## config.mk

```make
export PLATFORM = sky130hd
export DESIGN_NAME = esm_dispatch_alloc
export DESIGN_NICKNAME = d
export VERILOG_FILES = /design/src/rtl/esm_pkg.sv /design/src/rtl/esm_prio_enc.sv /design/src/rtl/esm_dispatch_alloc.sv
export SDC_FILE = /design/constraint.sdc
export NUM_CORES = 1
export LEC_CHECK = 0
export CAP_MARGIN = 10
export CORE_ASPECT_RATIO = 1.4
export CORE_MARGIN = 2
export CORE_UTILIZATION = 45
export CTS_BUF_LIST = sky130_fd_sc_hd__clkbuf_16
export CTS_CLUSTER_SIZE = 14
export DETAILED_ROUTE_END_ITERATION = 16
export PLACE_DENSITY = 0.81
export SYNTH_ARGS = -nofsm -noshare
export SYNTH_HDL_FRONTEND = slang
export SYNTH_SLANG_ARGS = --single-unit
export TNS_END_PERCENT = 30
```

## constraint.sdc

```tcl
create_clock -name clk -period 4.11 [get_ports clk]
set_input_delay 0.822 -clock clk [delete_from_list [all_inputs] [get_ports clk]]
set_output_delay 0.822 -clock clk [all_outputs]
set_load 0.05 [all_outputs]
```

## src/rtl/esm_pkg.sv

```systemverilog
// Shared definitions for the ESM dispatch path: RV32 opcodes, bundle widths
// and the RegWrite/ALUSrc decode used when an instruction enters the tracker.
package esm_pkg;

    localparam int INSTR_W = 32;
    localparam int OPC_W   = 7;
    localparam int RD_W    = 5;

    localparam logic [OPC_W-1:0] OPC_OP     = 7'b0110011;
    localparam logic [OPC_W-1:0] OPC_OP_IMM = 7'b0010011;
    localparam logic [OPC_W-1:0] OPC_LOAD   = 7'b0000011;
    localparam logic [OPC_W-1:0] OPC_STORE  = 7'b0100011;
    localparam logic [OPC_W-1:0] OPC_BRANCH = 7'b1100011;
    localparam logic [OPC_W-1:0] OPC_LUI    = 7'b0110111;
    localparam logic [OPC_W-1:0] OPC_AUIPC  = 7'b0010111;
    localparam logic [OPC_W-1:0] OPC_JAL    = 7'b1101111;
    localparam logic [OPC_W-1:0] OPC_JALR   = 7'b1100111;

    typedef struct packed {
        logic reg_write;
        logic alu_src;
    } dec_flags_t;

    // ALUSrc follows IRT semantics: 1 means rs2 is read as a register operand.
    function automatic dec_flags_t decode_flags(input logic [OPC_W-1:0] opcode,
                                                input logic [RD_W-1:0]  rd);
        dec_flags_t f;
        f.reg_write = 1'b0;
        f.alu_src   = 1'b0;
        case (opcode)
            OPC_OP: begin
                f.reg_write = 1'b1;
                f.alu_src   = 1'b1;
            end
            OPC_OP_IMM, OPC_LOAD, OPC_LUI, OPC_AUIPC, OPC_JAL, OPC_JALR: begin
                f.reg_write = 1'b1;
            end
            OPC_STORE, OPC_BRANCH: begin
                f.alu_src = 1'b1;
            end
            default: begin
                f.reg_write = 1'b0;
                f.alu_src   = 1'b0;
            end
        endcase
        if (rd == 5'd0) begin
            f.reg_write = 1'b0;
        end else begin
            f.reg_write = f.reg_write;
        end
        return f;
    endfunction

endpackage

```

## src/rtl/esm_prio_enc.sv

```systemverilog
// Lowest-index-first priority encoder over a request vector (the free slots).
module esm_prio_enc #(
    parameter int BS = 16
) (
    input  logic [BS-1:0]         req,
    output logic [$clog2(BS)-1:0] idx,
    output logic                  any_free
);

    localparam int IW = $clog2(BS);

    logic found_s;

    // Scan upward so the first set bit wins.
    always_comb begin
        idx     = {IW{1'b0}};
        found_s = 1'b0;
        for (int i = 0; i < BS; i++) begin
            if (req[i] && !found_s) begin
                idx     = IW'(i);
                found_s = 1'b1;
            end else begin
                found_s = found_s;
            end
        end
        any_free = |req;
    end

endmodule

```

## src/rtl/esm_dispatch_alloc.sv

```systemverilog
// Dispatch allocator: grabs the lowest free instruction-buffer slot on accept and
// presents a registered (instr, slot, RegWrite, ALUSrc) bundle one cycle later.
module esm_dispatch_alloc
    import esm_pkg::*;
#(
    parameter int Instruction_word_size = INSTR_W,
    parameter int bs                    = 16,
    parameter int regnum                = 16
) (
    input  logic                             clk,
    input  logic                             rst,
    input  logic                             in_valid,
    output logic                             in_ready,
    input  logic [Instruction_word_size-1:0] in_instr,
    input  logic                             free_valid,
    input  logic [$clog2(bs)-1:0]            free_index,
    output logic                             out_valid,
    output logic [Instruction_word_size-1:0] out_instr,
    output logic [$clog2(bs)-1:0]            out_index,
    output logic                             out_RegWrite,
    output logic                             out_ALUSrc,
    output logic [$clog2(bs):0]              occupancy,
    output logic                             free_err
);

    localparam int IW = $clog2(bs);
    localparam int OW = IW + 1;

    // regnum only sizes downstream tables; kept here so both blocks share one value.
    if (regnum < 1 || bs < 2) begin : g_bad_params
    end

    logic [bs-1:0] busy_r;
    logic [bs-1:0] busy_nxt_s;
    logic [bs-1:0] free_vec_s;
    logic [bs-1:0] set_mask_s;
    logic [bs-1:0] clr_mask_s;
    logic [IW-1:0] alloc_idx_s;
    logic          any_free_s;
    logic          accept_s;
    logic          valid_free_s;
    logic [OW-1:0] occ_nxt_s;
    dec_flags_t    dec_s;

    assign free_vec_s = ~busy_r;

    esm_prio_enc #(.BS(bs)) u_prio (
        .req      (free_vec_s),
        .idx      (alloc_idx_s),
        .any_free (any_free_s)
    );

    // in_ready depends on the registered bitmap alone, so a same-cycle free
    // cannot create a combinational path to upstream.
    assign in_ready = any_free_s;

    // Accept and free touch disjoint slots (clear vs. set bit), so both masks apply.
    always_comb begin
        accept_s     = in_valid & any_free_s;
        valid_free_s = free_valid & busy_r[free_index];
        set_mask_s   = accept_s     ? ({{(bs-1){1'b0}}, 1'b1} << alloc_idx_s) : {bs{1'b0}};
        clr_mask_s   = valid_free_s ? ({{(bs-1){1'b0}}, 1'b1} << free_index)  : {bs{1'b0}};
        busy_nxt_s   = (busy_r | set_mask_s) & ~clr_mask_s;
        occ_nxt_s    = occupancy + OW'(accept_s) - OW'(valid_free_s);
        dec_s        = decode_flags(in_instr[6:0], in_instr[11:7]);
    end

    // Bitmap, occupancy, sticky error and the dispatch output register.
    always_ff @(posedge clk or negedge rst) begin
        if (!rst) begin
            busy_r       <= {bs{1'b0}};
            occupancy    <= {OW{1'b0}};
            free_err     <= 1'b0;
            out_valid    <= 1'b0;
            out_instr    <= {Instruction_word_size{1'b0}};
            out_index    <= {IW{1'b0}};
            out_RegWrite <= 1'b0;
            out_ALUSrc   <= 1'b0;
        end else begin
            busy_r    <= busy_nxt_s;
            occupancy <= occ_nxt_s;
            free_err  <= free_err | (free_valid & ~busy_r[free_index]);
            out_valid <= accept_s;
            if (accept_s) begin
                out_instr    <= in_instr;
                out_index    <= alloc_idx_s;
                out_RegWrite <= dec_s.reg_write;
                out_ALUSrc   <= dec_s.alu_src;
            end
        end
    end

endmodule

```

Yosys cells after proc, flatten, opt, wreduce, memory -nomap -nowiden:

Cells that the tools add are included.

* register bits: 61
* bits of input ports: 40
* output and inout bits: 46
* word-level logic and storage cells: 102

* add/subtract/negate cells: 2
* order comparisons: 1
* equality and inequality tests: 9
* shift operators: 2
* multiplexer cells: 37
* bitwise logic cells: 9
* reductions and logical operators: 34

Operators by type and width (count)
* $mux 16: 2
* $mux 4: 8
* $not 16->16: 2
* $shl 1x4->16 const A: 2
* $eq 7x6->1 const B: 3
* $eq 7x7->1 const B: 3
* $mux 1: 20
* $and 16x16->16: 1
* $or 16x16->16: 1
* $reduce_or 16->1: 1
* $logic_and 1x1->1: 15
* $logic_not 1->1: 15
* $eq 7x5->1 const B: 2
* $mux 3: 4
* $eq 7x2->1 const B: 1
* $reduce_or 7->1: 1
* $add 5x1->5: 1
* $logic_not 5->1: 1
* $lt 4x5->1 const B: 1
* $sub 5x1->5: 1
* $bmux 1 s4: 1
* $mux 2: 2
* $and 1x1->1: 3
* $reduce_or 3->1: 1
* other kinds (2): 2

Depth between registers and ports, before layout:

Gate-level depths: netlist of run 1.

* word-level depth: 51
* depth in mapped cells: 15
* gate-level depth less buffers: 14

Cells and area by module:

A second synthesis of run 1 with hierarchy kept.

* cell total of the unflattened synthesis: 260
* area, all modules: 3010.4 sq um

By module, submodules not included
* esm_dispatch_alloc: instances 1, cells an instance 227, area an instance 2776.4 sq um, sequential area each 1526.5 sq um
* esm_prio_enc: instances 1, cells an instance 33, area an instance 234.0 sq um, sequential area each 0.0 sq um

Worst setup path before layout of run 1:

OpenSTA, ideal clock, no wires.

* kind: input port to flip-flop
* start point: input port free_index[0]
* end point: register occupancy[4]
* library setup time: 0.126 ns
* arrival: 3.164 ns
* required time: 3.984 ns
* setup slack: 0.821 ns
* stages on the path: 14
* path buffers: 1
* cell sequence: buf_6 -> mux4_1 -> mux2_2 -> o21ai_2 -> nor2_1 -> ha_1 -> inv_1 -> ha_1 -> inv_1 -> fa_1 -> inv_1 -> a21o_1 -> a21oi_1 -> xnor2_1

* cells in the longest elaborated chain, start to end: 4

Ends and longest elaborated chain
* start, declared: line esm_dispatch_alloc.sv:16 `input logic [$clog2(bs)-1:0] free_index,`
* $bmux 1 s4: line esm_dispatch_alloc.sv:60 `valid_free_s = free_valid & busy_r[free_index];`
* $mux 1 (implied by the code): line esm_dispatch_alloc.sv:60
* $and 1x1->1: line esm_dispatch_alloc.sv:60
* $sub 5x1->5: line esm_dispatch_alloc.sv:64 `occ_nxt_s = occupancy + OW'(accept_s) - OW'(valid_free_s);`
* named net occ_nxt_s[4]: line esm_dispatch_alloc.sv:42 `logic [OW-1:0] occ_nxt_s;`
* end signal, assigned: line esm_dispatch_alloc.sv:72 `occupancy <= {OW{1'b0}};`
* end signal, assigned: line esm_dispatch_alloc.sv:81 `occupancy <= occ_nxt_s;`
* end, declared: line esm_dispatch_alloc.sv:22 `output logic [$clog2(bs):0] occupancy,`

The timed path passes the listed nets, and every way through them passes these cells. The select of a mux whose other input is x is not followed.
A chain may end at the register's enable or synchronous reset.

Final worst setup path of run 1:

Same ends and word-level chain as after synthesis.

==> results of run 1 <==
## per-stage QoR
| step | power [uW] | util | std cells |
|---|---|---|---|
| after global placement | 2080 | 0.600 | 401 |
| after CTS | 2750 | 0.640 | 417 |
| after floorplan | 1750 | - | 245 |
| after detailed placement | 2100 | 0.600 | 401 |
| after global routing | 2890 | 0.640 | 417 |
| final | 2740 | 0.640 | 417 |
## synthesized netlist by cell type, types with 2 or more instances
master     number
xnor2_1         4
nor3_2          2
clkbuf_1        3
a2bb2oi_1       2
and2_1          2
ha_1            5
a21oi_1        13
nor3b_2         2
nor2b_1         2
nand3_1         2
inv_1          13
buf_6           2
nand4b_1        3
nand4_1         2
mux2_2         34
mux4_1          4
and3_1          2
nand2_1        20
o22a_1          4
buf_4           4
a31oi_1        11
nor2_1         11
nor3_1          3
a21o_1          4
nor2_4          2
o31ai_1         2
dfrtp_1        61
o21ai_0         3
nand2b_1        3
## logic make-up after synthesis
kind of cell | after synthesis | share of synthesized area
mux | 39 | 0.166
compound gates | 49 | 0.116
buf+inv | 22 | 0.0376
xor+xnor | 4 | 0.0117
flops | 61 | 0.510
simple gates | 64 | 0.132
fa+ha+maj | 6 | 0.0276
## worst paths after layout
| kind | start | end | cells past startpoint |
|---|---|---|---|
| worst min register to register | free_err$_DFF_PN0_ | free_err$_DFF_PN0_ | 1 |
| worst max register to register | busy_r[2]$_DFF_PN0_ | occupancy[4]$_DFF_PN0_ | 13 |
| min in group asynchronous | rst | busy_r[7]$_DFF_PN0_ | 1 |
| worst max-delay path | free_index[0] | occupancy[4]$_DFF_PN0_ | 14 |
| max in group asynchronous | rst | busy_r[15]$_DFF_PN0_ | 2 |
| worst min-delay path | free_err$_DFF_PN0_ | free_err$_DFF_PN0_ | 1 |
## cell usage in the layout (no fill, tap or decap), drive strengths merged, types with 3 or more instances in the layout
| cell | n |
|---|---|
| clkdlybuf4s50 | 84 |
| dfrtp | 61 |
| mux2 | 34 |
| nand2 | 21 |
| inv | 14 |
| nor2 | 14 |
| a21oi | 13 |
| a31oi | 11 |
| clkbuf | 9 |
| buf | 7 |
| clkinv | 6 |
| ha | 5 |
| o21ai | 5 |
| nor3 | 5 |
| mux4 | 4 |
| a21o | 4 |
| xnor2 | 4 |
| o22a | 4 |
| nand4b | 4 |
| nand2b | 3 |
| nand3 | 3 |
## worst max-delay path, stage by stage
cell and delay [ns]:
clkdlybuf4s50_1 0.68, mux4_1 0.63, mux2_2 0.29, o21ai_2 0.13, nor2_1 0.06, ha_1 0.26, inv_1 0.05, ha_1 0.15
inv_1 0.06, fa_1 0.42, inv_1 0.07, a21o_1 0.12, a21oi_1 0.07, xnor2_1 0.13
## sequential cells by signal (all words and copies together) (netlist names)
register and flops:
free_err 1, out_RegWrite 1, out_valid 1, out_ALUSrc 1, occupancy 5, busy_r 16
out_index 4, out_instr 32
## where the power goes
group | internal, uW | total [uW] | switching (uW)
clock | 397 | 644 | 247
sequential | 736 | 865 | 130
combinational | 469 | 1230 | 762
total | 1600 | 2740 | 1140
## area by class of cell
class / instances / share of cell area
repair buffers: 91 / 0.213
well taps: 74 / 0.0222
clock buffers: 9 / 0.0540
multi-input cells: 162 / 0.325
flip-flops and latches: 61 / 0.366
inverters: 13 / 0.0117
clock inverters: 7 / 0.00809
## routing by layer
layer	global-route usage	up-vias	part of all wire
met5	0	-	0
met4	0.0684	0	0.015
met3	0.0530	11	0.060
met2	0.338	85	0.52
met1	0.256	1130	0.40
li1	-	1081	-
==> results.cfg, run 1 <==
[clock_network]
cts_tree = done
cts-root-buf = clkbuf_16
cts_setup_buffers = 0
cts_htree_levels = 3
clk_pin_slew_ns = 0.05
clk_latency_ns = 0.32
cts_buffers = 9
hold_buffers = 0
cts.sinks = 61
cts_resized = 0
cts_buffer_depth = 2

[sta]
finalSetupViolCount = 0
finalHoldViolCount = 0
maxSlewViolCount = 0
worst_slew_pin_slew_ns = 0.864
slew_headroom = 0.424
rsz0062_at_grt = false
holdWs_ns = 0.463
fmax_mhz = 267
fin_ws_ns = 0.369
tns_ns = 0
fin_crit_sh = 0.910
period_minus_slack_ns = 3.74
skew_ns = 0.00715

[die]
dieArea_um2 = 7330
ioPinCount = 86
die_w_um = 73.0
initial_utilization = 0.459
core_region_area_um2 = 6530
fp-row-count = 35
fp.dieH_um = 101

[power_and_ir_drop]
max-vdd-ir-drop_uv = 306
power.density_nw_per_um2 = 656
p_leak_uw = 0.00178

[drt]
routed_wl_um = 6970
drt_pass1_iterations = 5
drt_iter0_drc = 162
routedWlPerCell_um = 16.7
viasPerCell = 5.53
dr_total_vias = 2307
drc = 0
ant_nets = 0

[critical_path]
worstPathRequired_ns = 4.31
r2r_slack_ns = 1.19
crit_type = primary input to flop
crit_path_end_kind = flop
cp_max_fo = 8
cp.arrival_ns = 3.94
startpoint_type = primary input

[placement]
hpwl_um = 5150
dpl_cell_area_um2 = 3920
io_buffers = 85
gp_congestion = 0.863
post-place-ws_ns = 0.0253

[synthesis]
synth-edff-count = 0
synth-warning-count = 0
synthCells = 245
yosysSeqAreaShare = 0.510
yosysTopAreaCell = dfrtp_1
syn_avg_cell_area_um2 = 12.2
synth_area_leaders = dfrtp_1 (51%), mux2_2 (13%), mux4_1 (3.5%), nand2_1 (2.5%), a31oi_1 (2.3%)
yosysTopAreaCellShare = 0.510
synth_area_um2 = 3000
async_reset_ff_frac = 1.00
synth_seq_cells = 61
syn-num-nets = 291
synth_cell_types = 49
synthFlopType = dfrtp_1

[global_routing]
antenna_found_initial = 0
grt_pass1_wl_um = 11400
grt_usage = 0.203
grt_start_max_net_pins = 40
grt_pass1_vias = 2338
grt.overflow.total = 0

[cells_and_area]
synthToLayoutAreaGrowth_pct = 39.3
final_cell_area_um2 = 4170
regArea_um2 = 1530
nNetsFinal = 384
nFillCells = 526
drive_gt1_frac = 0.192
antennaDiodeCount = 0
multiInputGateArea_um2 = 1360

[run]
cap_violations = 0

[hold_path]
hp-class = flop to flop

[status]
outcome = complete, no violations
Note: power is estimated with default switching activity, not from simulation.
==> inputs of run 2 (changes only) <==
--- a/config.mk
+++ b/config.mk
@@ -12,7 +12,9 @@
 export CTS_BUF_LIST = sky130_fd_sc_hd__clkbuf_16
 export CTS_CLUSTER_SIZE = 14
 export DETAILED_ROUTE_END_ITERATION = 16
+export GPL_TIMING_DRIVEN = 0
 export PLACE_DENSITY = 0.81
+export RECOVER_POWER = 50
 export SYNTH_ARGS = -nofsm -noshare
 export SYNTH_HDL_FRONTEND = slang
 export SYNTH_SLANG_ARGS = --single-unit
==> results.cfg, run 2 (synthesized netlist as in run 1, its figures left out) <==
[status]
outcome = finished with violations
violations = max-capacitance violations, max-slew violations

[global_routing]
grt_pass1_vias = 2417
grt_usage = 0.207
grt.overflow.total = 0
grt_start_max_net_pins = 36
grt_pass1_wl_um = 11600
antenna_found_initial = 0

[power_and_ir_drop]
p_leak_uw = 0.00177
max-vdd-ir-drop_uv = 311
power.density_nw_per_um2 = 668

[critical_path]
cp_max_fo = 5
cp.arrival_ns = 3.62
max_stage_delay_ns = 0.61
crit_path_end_kind = flop
critPathSlowestCell = clkdlybuf4s50_1
crit_type = primary input to flop
worstPathRequired_ns = 4.32
startpoint_type = primary input
cpMostUsedCell = inv_1
path_cells = clkdlybuf4s50_1 > mux4_1 > mux2_2 > o21ai_2 > nor2_1 > ha_1 > inv_1 > ha_1 > inv_1 > fa_1 > inv_1 > a21o_1 > a21oi_1 > xnor2_1

[cells_and_area]
largest_reg_flops = 32
final_common_cell = clkdlybuf4s50_1
nNetsFinal = 387
final_cell_area_um2 = 4190
top_register = out_instr
fin_cells = 419
antennaDiodeCount = 0
largestRegisters = out_instr: 32 flops, busy_r: 16 flops, occupancy: 5 flops
mostFrequentLayoutCells = clkdlybuf4s50_1 (82), dfrtp_1 (61), mux2_2 (34)
synthToLayoutAreaGrowth_pct = 39.8
drive_gt1_frac = 0.177

[placement]
gp_congestion = 0.952
hpwl_um = 5130
io_buffers = 84
post-place-ws_ns = 0.354
dpl_cell_area_um2 = 3940
placedCellCount = 404

[hold_path]
hp-class = flop to flop

[clock_network]
cts_tree = done
cts-root-buf = clkbuf_16
cts.sinks = 61
cts_resized = 0
hold_buffers = 0
clk_latency_ns = 0.32
cts_htree_levels = 3
cts_buffers = 9
cts_buffer_depth = 2
cts_setup_buffers = 0
clk_pin_slew_ns = 0.05

[die]
fp-row-count = 35
core_region_area_um2 = 6530
initial_utilization = 0.459
die_w_um = 73.0
fp.dieH_um = 101
ioPinCount = 86
dieArea_um2 = 7330

[sta]
skew_ns = 0.00733
finalSetupViolCount = 0
fmax_mhz = 293
slew_headroom = -0.0237
fin_crit_sh = 0.830
period_minus_slack_ns = 3.41
worst_slew_pin_slew_ns = 1.54
rsz0062_at_grt = false
tns_ns = 0
maxSlewViolCount = 27
fin_ws_ns = 0.701
finalHoldViolCount = 0

[drt]
drt_iter0_drc = 155
drt_pass1_iterations = 4
ant_nets = 0
routed_wl_um = 6920
routedWlPerCell_um = 16.5
viasPerCell = 5.57
drc = 0
dr_total_vias = 2334

[run]
cap_violations = 1
## run 2: critical path, delay by kind of cell
kind | cells | cell delay, ns
AOI/OAI and AO/OA | 3 | 0.33
and+or+nand+nor | 1 | 0.06
muxes | 2 | 0.64
xor gates and xnor gates | 1 | 0.12
adders and majority gates | 3 | 0.85
buffers and inverters | 4 | 0.79
## run 2: per-stage QoR
stage                     hold slack (ns)  power, uW   util
after floorplan                     0.488       1750      -
after global placement              0.440       2090  0.602
after detailed placement            0.450       2130  0.604
after CTS                           0.459       2850  0.647
after global routing                0.492       2960  0.642
final                               0.454       2800  0.642
## run 2: layer usage
metal	wire, um	vias to the layer above	track usage	part of all wire
li1	-	1088	-	-
met1	2640	1136	0.247	0.38
met2	3630	98	0.333	0.52
met3	527	12	0.0790	0.076
met4	119	0	0.0869	0.017
met5	0	-	0	0
## run 2: worst paths after layout
check	start	to	slack (ns)	cells after the start
max	free_index[1]	occupancy[4]$_DFF_PN0_	0.70	14
max in group asynchronous	rst	out_index[1]$_DFFE_PN0P_	2.34	1
max reg2reg	busy_r[2]$_DFF_PN0_	occupancy[4]$_DFF_PN0_	0.77	14
min	free_err$_DFF_PN0_	free_err$_DFF_PN0_	0.45	1
min reg2reg	free_err$_DFF_PN0_	free_err$_DFF_PN0_	0.45	1
min in group asynchronous	rst	busy_r[5]$_DFF_PN0_	0.87	1
## run 2: area by class of cell
cell class | instances | area, um^2
Fill cell | 512 | 2340
Sequential cell | 61 | 1530
Multi-Input combinational cell | 162 | 1340
Timing Repair Buffer | 85 | 855
Clock buffer | 9 | 225
Tap cell | 74 | 92.6
Clock inverter | 6 | 55.1
Buffer | 9 | 48.8
Inverter | 13 | 48.8
## run 2: power by group
group          total [uW]  switching (uW)  internal [uW]
combinational        1240             762            476
clock                 708             250            458
sequential            852             116            736
total                2800            1130           1670
